<file path="config.mk">
export PLATFORM = sky130hd
export DESIGN_NAME = acondicionador_botones
export DESIGN_NICKNAME = d
export VERILOG_FILES = /design/src/rtl/acondicionador_botones.sv
export SDC_FILE = /design/constraint.sdc
export NUM_CORES = 1
export LEC_CHECK = 0
export BUFFER_PORTS_ARGS = -buffer_cell sky130_fd_sc_hd__buf_2
export CAP_MARGIN = 10
export CORE_UTILIZATION = 50
export CTS_CLUSTER_SIZE = 30
export DETAILED_ROUTE_END_ITERATION = 16
export PLACE_DENSITY = 0.71
export SLEW_MARGIN = 20
export SYNTH_ARGS = -nofsm -noshare
export SYNTH_HDL_FRONTEND = slang
export SYNTH_SLANG_ARGS = --single-unit
</file>
<file path="constraint.sdc">
create_clock -name clk25 -period 4.55 [get_ports clk25]
set_clock_uncertainty 0.1 [all_clocks]
set_input_delay 0.91 -clock clk25 [delete_from_list [all_inputs] [get_ports clk25]]
set_output_delay 0.91 -clock clk25 [all_outputs]
set_load 0.03 [all_outputs]
</file>
<file path="src/rtl/acondicionador_botones.sv">
// Button conditioner for the tic-tac-toe VGA controller: synchronizes, debounces and
// turns each press into a one-cycle pulse; the search button also auto-repeats.
module acondicionador_botones #(
  parameter int CICLOS_REBOTE          = 250000,
  parameter int CICLOS_REPETIR_INICIAL = 12500000,
  parameter int CICLOS_REPETIR         = 5000000,
  parameter int BOTON_ACTIVO_BAJO      = 1
) (
  input  logic clk25,
  input  logic botonRST,
  input  logic botonBuscarIn,
  input  logic botonSeleccionarIn,
  output logic buscarPulso,
  output logic seleccionarPulso,
  output logic buscarEstable,
  output logic seleccionarEstable
);
  localparam int RW   = $clog2(CICLOS_REBOTE);
  localparam int MAXR = (CICLOS_REPETIR_INICIAL > CICLOS_REPETIR) ? CICLOS_REPETIR_INICIAL
                                                                   : CICLOS_REPETIR;
  localparam int PW   = $clog2(MAXR);
  localparam logic          LIBRE     = (BOTON_ACTIVO_BAJO != 0);
  localparam logic [RW-1:0] REB_FIN   = RW'(CICLOS_REBOTE - 1);
  localparam logic [PW-1:0] REP_INI   = PW'(CICLOS_REPETIR_INICIAL - 1);
  localparam logic [PW-1:0] REP_FIN   = PW'(CICLOS_REPETIR - 1);

  typedef enum logic [1:0] {REPOSO, PRIMERA_ESPERA, REPITIENDO} estado_t;

  // Channel 0 = search, channel 1 = select.
  logic [1:0]         crudo;
  logic [1:0]         sync1_q, sync2_q, sinc_q, estable_q;
  logic [1:0][RW-1:0] reb_q;
  logic [1:0]         acepta, sube;
  logic               repetir;
  estado_t            estado_q;
  logic [PW-1:0]      rep_q;
  logic               buscar_pulso_q, selec_pulso_q;

  assign crudo = {botonSeleccionarIn, botonBuscarIn};

  always_comb begin
    acepta = '0;
    sube   = '0;
    for (int i = 0; i < 2; i++) begin
      acepta[i] = (sinc_q[i] != estable_q[i]) && (reb_q[i] == REB_FIN);
      sube[i]   = acepta[i] && sinc_q[i];
    end
  end

  // The inverted level is registered so every output is a flop and the
  // new level must persist for CICLOS_REBOTE consecutive sinc_q samples.
  always_ff @(posedge clk25 or negedge botonRST) begin
    if (!botonRST) begin
      sync1_q   <= {2{LIBRE}};
      sync2_q   <= {2{LIBRE}};
      sinc_q    <= '0;
      estable_q <= '0;
      reb_q     <= '0;
    end else begin
      sync1_q <= crudo;
      sync2_q <= sync1_q;
      sinc_q  <= sync2_q ^ {2{LIBRE}};
      for (int i = 0; i < 2; i++) begin
        if (sinc_q[i] == estable_q[i]) begin
          reb_q[i] <= '0;
        end else if (acepta[i]) begin
          estable_q[i] <= sinc_q[i];
          reb_q[i]     <= '0;
        end else begin
          reb_q[i] <= reb_q[i] + 1'b1;
        end
      end
    end
  end

  assign repetir = estable_q[0] &&
                   (((estado_q == PRIMERA_ESPERA) && (rep_q == REP_INI)) ||
                    ((estado_q == REPITIENDO)     && (rep_q == REP_FIN)));

  // Select wins a collision; the repeat counter runs on regardless.
  always_ff @(posedge clk25 or negedge botonRST) begin
    if (!botonRST) begin
      estado_q       <= REPOSO;
      rep_q          <= '0;
      buscar_pulso_q <= 1'b0;
      selec_pulso_q  <= 1'b0;
    end else begin
      buscar_pulso_q <= (sube[0] | repetir) & ~sube[1];
      selec_pulso_q  <= sube[1];
      case (estado_q)
        REPOSO: begin
          if (sube[0]) begin
            estado_q <= PRIMERA_ESPERA;
            rep_q    <= '0;
          end
        end
        PRIMERA_ESPERA: begin
          if (!estable_q[0]) begin
            estado_q <= REPOSO;
            rep_q    <= '0;
          end else if (rep_q == REP_INI) begin
            estado_q <= REPITIENDO;
            rep_q    <= '0;
          end else begin
            rep_q <= rep_q + 1'b1;
          end
        end
        REPITIENDO: begin
          if (!estable_q[0]) begin
            estado_q <= REPOSO;
            rep_q    <= '0;
          end else if (rep_q == REP_FIN) begin
            rep_q <= '0;
          end else begin
            rep_q <= rep_q + 1'b1;
          end
        end
        default: begin
          estado_q <= REPOSO;
          rep_q    <= '0;
        end
      endcase
    end
  end

  assign buscarPulso        = buscar_pulso_q;
  assign seleccionarPulso   = selec_pulso_q;
  assign buscarEstable      = estable_q[0];
  assign seleccionarEstable = estable_q[1];
endmodule
</file>
### Word-level counts from Yosys, hierarchy flattened

Index checks and enable logic that the tools add are counted.

* bits in read-only memories: 0
* RAM bits: 0
* bits in registers: 72
* memories: 0
* output and inout bits: 4
* input port bits: 4
* word-level logic and storage cells: 60
* latch bits: 0

* magnitude comparators: 0
* $add $sub $neg: 3
* reductions and logical operators: 12
* shifts and indexed selects: 0
* equal/unequal tests: 13
* multiplexer cells: 15
* multiply operators: 0
* div/mod/pow operators: 0
* bitwise gates (word level): 6

Operator list (count)
* 24-bit 2-to-1 mux: 5
* 18-bit 2-to-1 mux: 4
* 24-bit case mux with 3 select lines: 1
* 18-bit by 1-bit adder with 18-bit output, second input constant: 2
* 18-bit == test, second input constant: 2
* 24-bit by 1-bit adder with 24-bit output, second input constant: 1
* 24-bit by 23-bit == test with 1-bit output, second input constant: 1
* 24-bit == test, second input constant: 1
* 2-bit 2-to-1 mux: 4
* 1-bit logical AND: 7
* 2-bit case mux with 3 select lines: 1
* 2-bit != test, second input constant: 2
* 2-bit AND reduction: 2
* 3-bit by 2-bit != test with 1-bit output, second input constant: 1
* 1-bit inverter: 3
* 3-bit AND reduction: 1
* 1-bit == test: 2
* 2-bit by 1-bit == test with 1-bit output, second input constant: 1
* 2-bit == test, second input constant: 1
* 2-bit logical NOT: 1
* 1-bit != test: 2
* 2-bit inverter: 1
* 1-bit bitwise AND: 1
* 1-bit logical OR: 1
* 1-bit OR: 1

### Longest topological paths before layout

* depth after elaboration: 6
* mapped depth: 9
* depth with buffers taken out: 7

### Worst setup path after synthesis

OpenSTA, ideal clock, no wires.

* path kind: register -> register
* start point: register rep_q[5]
* end point: register rep_q[21]
* setup time: 0.126 ns
* setup slack: 2.227 ns
* cell stages (with the launch flop): 8
* buffers on the path: 1
* clock period less this slack: 2.323 ns
* required time: 4.324 ns
* arrival time: 2.097 ns
* path through: dfrtp_1 or4b_1 nor4_2 a41o_2 a21oi_2 and2_4 buf_6 a221o_1

* word-level cells in the longest chain between the ends: 4
* elaborated cells on any way between the ends: 8
* classes of those cells: add/sub: 1; eq/ne: 2; mux: 5

RTL lines
* start, declared: RTL line 36 `logic [PW-1:0] rep_q;`
* start signal, assigned: RTL line 105 `rep_q <= rep_q + 1'b1;`
* start signal, assigned: RTL line 115 `rep_q <= rep_q + 1'b1;`
* 24-bit by 1-bit adder with 24-bit output (tied with other cells): RTL line 105, 115
* 24-bit 2-to-1 mux (on tied branches): RTL line 112, 101
* 24-bit 2-to-1 mux (on tied branches): RTL line 109, 98
* 24-bit case mux with 3 select lines (*): RTL line 90 `case (estado_q)`

Every way passes the cells marked *; elsewhere a longest branch is shown, timed or not.
A chain may end at the register's enable or synchronous reset.

### Worst setup path in the final report

* start point: register rep_q[0]
* end point: register rep_q[3]

The elaborated chain is that of the path after synthesis.

==> summary.txt <==
Clocking
  • Num Clock Sinks: 72
  • Post CTS Setup Buffer Count: 0
  • Clk root buf: clkbuf_8
  • Post-CTS sizing: 0
  • H-tree Lvls: 3
  • CTS Buf Count: 9
  • Clock Pin Slew Worst Setup and Hold Paths: 0.08 ns
  • Worst skew pair latency: 0.36 ns
  • Clock Path Buffers: 2
  • CTS tree: built
  • Cts hold-fix bufs: 0

Worst setup path
  • CP required: 4.72 ns
  • CP max FO: 23
  • Startpoint types: flip-flop
  • Reg-to-Reg Start: rep_q[0]
  • Critical path arrival: 2.98 ns
  • CP Class: reg2reg
  • FF-to-FF path depth: 6
  • Crit end category: flip-flop
  • RR Endpoint: rep_q[3]
  • R2r setup slk: 1.74 ns

Synth
  • Seq/Total Area, Yosys: 0.495
  • Synth Area in Adders: 0.0205
  • Syn_nets: 383
  • Post-synthesis mux area share: 0.00616
  • Top FF cell, synth: dfrtp_1
  • Synth Area in Compound Gates: 0.140
  • Post-synth top area share: 0.466
  • Synth Register Bits: 72
  • Mapped Area: 0.00365 mm^2
  • Leading area contributor after synthesis: dfrtp_1
  • Post-Synth XOR/XNOR Area: 0.0695
  • Simple-gate portion of the synthesized area: 0.244
  • Ys async rst share: 1.00
  • Syn Area/Cell: 9.79 um^2
  • Count of mapped cells out of synthesis: 373
  • Largest family of logic cells by synthesized area: simple AND/OR/NAND/NOR gates
  • Post-synth EDFFs: 0
  • Most area-consuming cells after synthesis: dfrtp_1 (47%), nor2_1 (5.4%), xor2_1 (5.0%), a22o_1 (3.6%), nand3_1 (3.3%)
  • Post-synth cell types: 52
  • Warnings from Yosys: 0

Cells and area
  • Most frequent cells in the layout: dfrtp_1 (68), nor2_1 (53), nand2_1 (32), nand3_1 (24), xor2_1 (21)
  • Layout area overhead: 9.32%
  • Register area: 0.00181 mm^2
  • FILL cells: 621
  • Nets: 395
  • N_diodes: 0
  • Layout cells sized above 1: 0.118
  • Final instance area: 0.00399 mm^2
  • Area occupied by multi-input gates: 0.00175 mm^2
  • Most common cell after layout, fill and taps aside: dfrtp_1

Placement
  • Port Buffers: 7
  • Final HPWL DP: 4690 um
  • Routability cong.: 0.857
  • Placed Area: 0.00379 mm^2

Timing
  • Final min period: 2.81 ns
  • Final count of pins violating max slew: 0
  • Final hold violations: 0
  • Max Freq: 355 MHz
  • Final TNS setup: 0 ns
  • Final Cycle Share: 0.618
  • Worst rel slew slack: 0.306
  • RSZ-0062 raised after global routing: false
  • Slew @ Worst Pin: 1.04 ns
  • Final-report setup violation count: 0

Worst hold path
  • Worst hold path type: reg2reg
  • Hold path endpoint: sync2_q[1]
  • WHS Path Cells: 0
  • HP Start: sync1_q[1]

Drt
  • # DRC: 0
  • Wl on met1: 3400 um
  • Drt total wl: 7130 um
  • Vias: 2781
  • Wire length per cell: 14.7 um
  • Post-route ant nets: 0
  • Met3 wire length: 301 um
  • Vias per cell: 5.72
  • Uppermost layer routed: met4
  • DR iter-0 viols: 152
  • Met2 WL post-DR: 3340 um
  • Initial DRT Pass Iterations: 4

Global routing
  • First-pass GRT wire length: 12500 um
  • Initial antenna violation count: 0
  • Vias in the first global route: 2724
  • Global Route Usage Sum: 0.211
  • Pin count of the biggest net entering global routing: 32
  • Remaining Overflow, GRT: 0

Run
  • Max_cap viols: 0

Floorplanning
  • Die area: 0.00765 mm^2
  • Initial cell density of the core: 0.526
  • Chip height: 87.5 um
  • Die Width: 87.5 um
  • Core Area: 0.00694 mm^2
  • Ports: 8
  • Site row count: 30

Pwr
  • Maximum vdd drop: 0.182 mV
  • Pleak: 1.75 nW
  • P per Cell Area: 300 mW/mm^2

Outcome
  • Status: complete, no violations
-- worst max path at each step --
| stage | slack, ns | end | start | cells past startpoint |
|---|---|---|---|---|
| floorplan | 2.23 | rep_q[21] | rep_q[5] | 7 |
| global placement | 1.81 | rep_q[3] | rep_q[0] | 6 |
| detailed placement | 1.79 | rep_q[3] | rep_q[0] | 6 |
| CTS | 1.75 | rep_q[5] | rep_q[0] | 6 |
| global route | 1.48 | rep_q[5] | rep_q[0] | 6 |
| finish | 1.74 | rep_q[3] | rep_q[0] | 6 |
-- critical path, cell delays in order, from the launching register on --
cell and delay [ns]:
dfrtp_1 0.42, ha_1 0.23, and4_1 0.26, a41o_2 0.32
a21oi_2 0.82, nand2_1 0.31, o31ai_1 0.26
-- synth_stat cells, drive strengths merged (5+ instances only) --
| cell | number |
|---|---|
| dfrtp | 68 |
| nor2 | 53 |
| nand2 | 32 |
| nand3 | 24 |
| xor2 | 21 |
| a22o | 15 |
| o21ai | 14 |
| inv | 12 |
| a21oi | 10 |
| and3 | 10 |
| nand4 | 10 |
| a21o | 9 |
| or3 | 9 |
| xnor2 | 8 |
| clkbuf | 7 |
| nor3 | 7 |
| ha | 6 |
| a221o | 5 |
| nor4 | 5 |
-- logic make-up (layout without fill, tap and decap cells) --
kind of cell,after synthesis,in the layout
and+or+nand+nor,174,174
xor gates and xnor gates,29,29
buffers and inverters,22,39
adders and majority gates,6,6
muxes,2,2
AOI/OAI and AO/OA,68,68
DFF,72,72
-- flip-flops by register name, indices dropped and copies added, names as in the netlist --
register and cells:
reb_q 36, sync1_q 2, sinc_q 2, estable_q 2
rep_q 24, seleccionarPulso 1, buscarPulso 1, sync2_q 2
estado_q 2
-- cell type report --
type / count / area share
Clock buffer: 10 / 0.0345
Timing Repair Buffer: 11 / 0.0163
Inverter: 12 / 0.0113
Clock inverter: 6 / 0.0163
Sequential cell: 72 / 0.452
Multi-Input combinational cell: 279 / 0.439
Tap cell: 96 / 0.0301
-- through the flow --
step	hold WS [ns]	power (mW)	std cells	setup WS (ns)	util
final	0.263	1.20	486	1.74	0.575
after detailed placement	0.247	0.694	470	1.79	0.546
after CTS	0.263	1.21	486	1.75	0.575
after global routing	0.271	1.25	486	1.48	0.575
after floorplan	0.245	0.675	373	2.23	-
after global placement	0.246	0.694	470	1.81	0.546
-- power by group --
group,switching (mW),internal (mW)
clock,0.246,0.270
sequential,0.00400,0.648
combinational,0.0210,0.00755
total,0.271,0.925
-- routing by layer --
metal	vias to the layer above	GRT usage
li1	1366	-
met4	0	0.0864
met3	7	0.0550
met2	60	0.339
met1	1348	0.271
met5	-	0
Power figures use the tool's default switching activity.
